## config.mk

```make
export PLATFORM = sky130hd
export DESIGN_NAME = fp_compare_unit
export DESIGN_NICKNAME = d
export VERILOG_FILES = /design/src/rtl/fp_cmp_pkg.sv /design/src/rtl/fp_classify.sv /design/src/rtl/fp_compare_unit.sv
export SDC_FILE = /design/constraint.sdc
export NUM_CORES = 1
export LEC_CHECK = 0
export BUFFER_PORTS_ARGS = -buffer_cell sky130_fd_sc_hd__buf_2
export CORE_UTILIZATION = 35
export CTS_CLUSTER_DIAMETER = 30
export DETAILED_ROUTE_END_ITERATION = 10
export PLACE_DENSITY = 0.69
export SYNTH_ARGS = -nofsm -noshare
export SYNTH_HDL_FRONTEND = slang
export SYNTH_SLANG_ARGS = --single-unit
```

## constraint.sdc

```tcl
create_clock -name clk -period 3.2 [get_ports clk]
set_input_delay 0.8 -clock clk [delete_from_list [all_inputs] [get_ports clk]]
set_output_delay 0.8 -clock clk [all_outputs]
set_load 0.01 [all_outputs]
```

## src/rtl/fp_cmp_pkg.sv

```systemverilog
// Shared definitions for the floating-point compare unit: op encodings,
// default field widths and the canonical quiet NaN.
package fp_cmp_pkg;

    localparam int unsigned DEFAULT_EXP_W = 8;
    localparam int unsigned DEFAULT_MAN_W = 23;
    localparam int unsigned OP_W          = 3;
    localparam int unsigned NAN_MAX_W     = 128;

    typedef enum logic [OP_W-1:0] {
        OP_FEQ  = 3'b000,
        OP_FLT  = 3'b001,
        OP_FLE  = 3'b010,
        OP_FMIN = 3'b011,
        OP_FMAX = 3'b100
    } fpOpE;

    // Sign 0, exponent all ones, mantissa MSB set; caller truncates to its width.
    function automatic logic [NAN_MAX_W-1:0] canonicalNan(input int unsigned expW,
                                                          input int unsigned manW);
        logic [NAN_MAX_W-1:0] expOnes;
        expOnes = (NAN_MAX_W'(1) << expW) - NAN_MAX_W'(1);
        return (expOnes << manW) | (NAN_MAX_W'(1) << (manW - 1));
    endfunction

endpackage

```

## src/rtl/fp_classify.sv

```systemverilog
// Combinational operand classifier: NaN, signalling NaN, zero and sign.
module fp_classify
    import fp_cmp_pkg::*;
#(
    parameter int unsigned EXP_W = DEFAULT_EXP_W,
    parameter int unsigned MAN_W = DEFAULT_MAN_W,
    localparam int unsigned W    = 1 + EXP_W + MAN_W
) (
    input  logic [W-1:0] operand,
    output logic         is_nan,
    output logic         is_snan,
    output logic         is_zero,
    output logic         sign
);

    logic [EXP_W-1:0] expField;
    logic [MAN_W-1:0] manField;

    assign expField = operand[W-2 -: EXP_W];
    assign manField = operand[MAN_W-1:0];

    assign sign    = operand[W-1];
    assign is_nan  = (&expField) && (|manField);
    assign is_snan = is_nan && !manField[MAN_W-1];
    assign is_zero = (expField == '0) && (manField == '0);

endmodule

```

## src/rtl/fp_compare_unit.sv

```systemverilog
// Two-stage pipelined FEQ/FLT/FLE/FMIN/FMAX unit with valid/ready handshake
// on both sides and a passthrough tag.
module fp_compare_unit
    import fp_cmp_pkg::*;
#(
    parameter int unsigned EXP_W = DEFAULT_EXP_W,
    parameter int unsigned MAN_W = DEFAULT_MAN_W,
    parameter int unsigned TAG_W = 5,
    localparam int unsigned W    = 1 + EXP_W + MAN_W
) (
    input  logic             clk,
    input  logic             rst,
    input  logic             in_valid,
    output logic             in_ready,
    input  logic [OP_W-1:0]  in_op,
    input  logic [W-1:0]     in_a,
    input  logic [W-1:0]     in_b,
    input  logic [TAG_W-1:0] in_tag,
    output logic             out_valid,
    input  logic             out_ready,
    output logic [W-1:0]     out_result,
    output logic             out_nv,
    output logic [TAG_W-1:0] out_tag
);

    localparam logic [W-1:0] CANON_NAN = W'(canonicalNan(EXP_W, MAN_W));

    logic aNan, aSnan, aZero, aSign;
    logic bNan, bSnan, bZero, bSign;
    logic magLt, magEq, ordLt, ordEq;

    logic             v1;
    logic [OP_W-1:0]  op1;
    logic [TAG_W-1:0] tag1;
    logic [W-1:0]     a1, b1;
    logic             aNan1, bNan1, anySnan1, lt1, eq1, bothZero1;

    logic             adv2;
    logic             anyNan, cmpLt, cmpEq;
    logic [W-1:0]     resultC;
    logic             nvC;

    fp_classify #(.EXP_W(EXP_W), .MAN_W(MAN_W)) u_classA (
        .operand (in_a),
        .is_nan  (aNan),
        .is_snan (aSnan),
        .is_zero (aZero),
        .sign    (aSign)
    );

    fp_classify #(.EXP_W(EXP_W), .MAN_W(MAN_W)) u_classB (
        .operand (in_b),
        .is_nan  (bNan),
        .is_snan (bSnan),
        .is_zero (bZero),
        .sign    (bSign)
    );

    assign adv2     = !out_valid || out_ready;
    assign in_ready = !v1 || adv2;

    // Sign-magnitude total order on raw bits: -0 sorts below +0 here.
    assign magLt = in_a[W-2:0] <  in_b[W-2:0];
    assign magEq = in_a[W-2:0] == in_b[W-2:0];
    assign ordEq = (aSign == bSign) && magEq;

    always_comb begin
        ordLt = 1'b0;
        if (aSign != bSign) begin
            ordLt = aSign;
        end else if (aSign) begin
            ordLt = !magLt && !magEq;
        end else begin
            ordLt = magLt;
        end
    end

    // Stage 1 payload; qualified by v1 so it needs no reset.
    always_ff @(posedge clk) begin
        if (in_valid && in_ready) begin
            op1       <= in_op;
            tag1      <= in_tag;
            a1        <= in_a;
            b1        <= in_b;
            aNan1     <= aNan;
            bNan1     <= bNan;
            anySnan1  <= aSnan || bSnan;
            lt1       <= ordLt;
            eq1       <= ordEq;
            bothZero1 <= aZero && bZero;
        end
    end

    // Comparisons treat the two zeros as equal; min/max keep the raw order.
    assign anyNan = aNan1 || bNan1;
    assign cmpLt  = lt1 && !bothZero1;
    assign cmpEq  = eq1 || bothZero1;

    always_comb begin
        resultC = '0;
        nvC     = 1'b0;
        case (op1)
            OP_FEQ: begin
                resultC = W'(!anyNan && cmpEq);
                nvC     = anySnan1;
            end
            OP_FLT: begin
                resultC = W'(!anyNan && cmpLt);
                nvC     = anyNan;
            end
            OP_FLE: begin
                resultC = W'(!anyNan && (cmpLt || cmpEq));
                nvC     = anyNan;
            end
            OP_FMIN, OP_FMAX: begin
                nvC = anySnan1;
                if (aNan1 && bNan1) begin
                    resultC = CANON_NAN;
                end else if (aNan1) begin
                    resultC = b1;
                end else if (bNan1) begin
                    resultC = a1;
                end else if ((op1 == OP_FMIN) == lt1) begin
                    resultC = a1;
                end else begin
                    resultC = b1;
                end
            end
            default: begin
                resultC = '0;
                nvC     = 1'b0;
            end
        endcase
    end

    // Valid bits and stage 2 output registers.
    always_ff @(posedge clk) begin
        if (rst) begin
            v1         <= 1'b0;
            out_valid  <= 1'b0;
            out_result <= '0;
            out_nv     <= 1'b0;
            out_tag    <= '0;
        end else begin
            if (in_ready) begin
                v1 <= in_valid;
            end
            if (adv2) begin
                out_valid <= v1;
            end
            if (adv2 && v1) begin
                out_result <= resultC;
                out_nv     <= nvC;
                out_tag    <= tag1;
            end
        end
    end

endmodule

```

==> summary.txt <==
Routing
  • Post-DRT Antenna Nets: 0
  • Starting DRC count in detailed routing: 252
  • Routed vias: 3876
  • First-pass detailed-route iteration total: 4
  • Via density: 5.05
  • Drt drc: 0
  • WL/cell: 16.2 um
  • WL final: 12500 um

Power
  • VDD IR-drop max: 0.377 mV
  • PwrDens: 581 nW/um^2
  • Pleak: 2.86 nW
  • Tot Pwr: 3.79 mW

Die
  • Die area: 15500 sq um
  • Die height: 124 um
  • Die Width: 124 um
  • Rows: 44
  • Core area: 14600 sq um
  • Initial Utilization: 0.360
  • I/O pin count: 116

Setup path
  • Slowest CP cell: nor4_1
  • Worst path max stage delay: 0.53 ns
  • Worst Path Buf+Inv: 2
  • Reg2reg path depth: 7
  • Reg-to-Reg Start: op1[0]
  • R2r endpoint: out_result[31]
  • Crit. End Element: flip-flop
  • Worst setup SP type: input pin
  • Crit path max-delay family: simple AND/OR/NAND/NOR gates
  • Type of the worst setup path: in2reg
  • Req. time, crit path: 3.35 ns
  • Critical Path AT: 2.47 ns
  • Levels on crit path: 9
  • Critical path, cell by cell: buf_2 -> inv_1 -> ha_1 -> nand4_1 -> nor4_1 -> o21ai_0 -> nand4_1 -> nand2_1 -> a2bb2oi_1
  • Most used cell, CP: nand4_1
  • Worst-path fanout max: 4
  • CP startpoint: in_b[22]
  • Reg2reg setup slack: 0.98 ns
  • Setup crit end: lt1

Global routing
  • Gr usage total: 0.166
  • Pin count of the biggest net entering global routing: 49
  • GR Overflow Total: 0
  • Initial antenna violation count: 0
  • First-pass GRT wire length: 19600 um
  • Number of global-route vias before repair: 3712

STA
  • Slew Limit Fails: 0
  • RSZ-0062 raised after global routing: false
  • Hold Vio Cnt, Final: 0
  • Setup_tns: 0 ns
  • Final setup vio count: 0
  • Slew HR: 0.546
  • Post-layout minimum cycle time: 2.32 ns
  • Fin crit share: 0.724
  • Worst Tran Pin Value: 0.681 ns
  • Setup Skew: 0.00819 ns
  • Fmax: 0.432 GHz

Clock network
  • Clk buf depth: 2
  • CTS tree: built
  • H-tree Lvls: 4
  • Clock slew at reported path FFs: 0.05 ns
  • Num CTS Buffers: 17
  • Hold Buf Count CTS: 0
  • Post_cts resized: 0
  • Clock sinks: 118
  • Post-CTS Setup Bufs: 0
  • Clock latency at the later pin of the worst-skew pair: 0.41 ns
  • CTS root buffer: clkbuf_16

Run
  • Max-cap violations: 0

Synthesis
  • Register area share after synthesis: 0.599
  • Syn nets: 556
  • Main synth FF type: edfxtp_1
  • Post-synth ARST share: 0
  • Count of cell types in the netlist: 42
  • Yosys warning total: 0
  • Mean area per synthesized cell: 11.7 sq um
  • Post-synth EDFFs: 78
  • Post-synthesis cell area: 5250 sq um
  • Yosys reg bits: 118
  • Syn Inst Count: 449

Hold path
  • Worst hold-check path type: reg2reg

Final layout
  • Fill cells: 1356
  • Final std cells w/o fill: 768
  • Area delta synth->final: 24.4%
  • # diodes: 0
  • # nets final: 678
  • Layout cells sized above 1: 0.259
  • Final Core Density: 0.448

Placement
  • Dpl cells: 736
  • Detailed placement HPWL: 9440 um
  • Gpl congestion: 0.827
  • Input/output buffers: 115

Outcome
  • Status: completed
## flip-flops by register name, indices dropped and copies added (netlist names)
signal / count
bNan1: 1
v1: 1
a1: 32
tag1: 5
out_nv: 1
eq1: 1
out_tag: 5
op1: 3
lt1: 1
anySnan1: 1
bothZero1: 1
out_result: 32
aNan1: 1
out_valid: 1
b1: 32
## through the flow
stage / worst slack [ns] / hold slack [ns] / instance area (sq um)
global placement: 0.509 / 0.439 / 6000
detailed placement: 0.477 / 0.443 / 6000
CTS: 0.903 / 0.453 / 6530
global route: 0.672 / 0.472 / 6530
finish: 0.883 / 0.445 / 6530
floorplan: 0.770 / 0.470 / 5250
## worst min-delay path: cells and delay by family, from the launching register on
kind               cells  cell delay [ns]
DFF                    1             0.30
AOI/OAI and AO/OA      1             0.05
and+or+nand+nor        1             0.05
## per-layer routing
metal | up-vias | wire [um] | track usage
met3 | 22 | 669 | 0.0455
met4 | 0 | 274 | 0.0815
li1 | 1899 | - | -
met5 | - | 0 | 0
met1 | 1831 | 5510 | 0.206
met2 | 124 | 6010 | 0.264
## cell usage after synthesis (all sizes together) (2+ instances only)
cell type | instances | area, sq um
edfxtp | 78 | 2340
a2bb2oi | 23 | 201
nor2b | 2 | 12.5
nor3 | 8 | 45.0
a22oi | 2 | 15.0
nand4 | 15 | 93.8
nand3b | 2 | 27.5
a221oi | 2 | 17.5
xor2 | 2 | 17.5
nand2 | 42 | 158
or3 | 2 | 17.5
ha | 31 | 388
nand2b | 2 | 12.5
and2 | 2 | 12.5
a21o | 2 | 15.0
mux2i | 23 | 230
nand3 | 4 | 20.0
o21bai | 2 | 26.3
nor2 | 44 | 165
buf | 10 | 78.8
nor4 | 16 | 100
dfxtp | 40 | 801
inv | 34 | 128
clkbuf | 8 | 30.0
o21ai | 27 | 135
a21oi | 18 | 90.1
## kinds of logic (layout without fill, tap and decap cells)
| kind of cell | Yosys count | in the layout | share of synthesized area |
|---|---|---|---|
| flops | 118 | 118 | 0.599 |
| mux | 23 | 23 | 0.0439 |
| simple gates | 140 | 140 | 0.128 |
| fa+ha+maj | 31 | 31 | 0.0739 |
| compound gates | 82 | 82 | 0.105 |
| buf+inv | 52 | 187 | 0.0451 |
| xor+xnor | 3 | 3 | 0.00501 |
## worst min-delay path by stage
stage / start / to / slack (ns) / cells past startpoint
after floorplan: out_result[22] / out_result[22] / 0.47 / 2
after detailed placement: out_result[24] / out_result[24] / 0.44 / 2
final: out_result[24] / out_result[24] / 0.45 / 2
after global routing: out_result[24] / out_result[24] / 0.47 / 2
after global placement: out_result[22] / out_result[22] / 0.44 / 2
after CTS: out_result[24] / out_result[24] / 0.45 / 2
## power by group
part	switching, mW	leakage (nW)	total (mW)	internal [mW]
Sequential	0.0272	1.09	1.73	1.71
Clock	0.632	0.253	1.68	1.05
Combinational	0.220	1.52	0.379	0.159
## cells in the final DEF (no fill, tap or decap), types with 7 or more instances in the layout
cell,instances
buf_2,115
edfxtp_1,78
nor2_1,44
nand2_1,42
dfxtp_1,40
inv_1,34
ha_1,31
a2bb2oi_1,23
mux2i_1,23
a21oi_1,18
o21ai_0,18
clkbuf_16,17
nor4_1,16
nand4_1,15
o21ai_1,9
nor3_1,7
## final cells by class
type | count | area [sq um] | share of cell area
Sequential cell | 118 | 3140 | 0.481
Clock inverter | 12 | 88.8 | 0.0136
Tap cell | 184 | 230 | 0.0353
Clock buffer | 20 | 437 | 0.0669
Timing Repair Buffer | 121 | 633 | 0.0970
Inverter | 34 | 128 | 0.0195
Multi-Input combinational cell | 279 | 1870 | 0.286
Note: power is estimated with default switching activity, not from simulation.
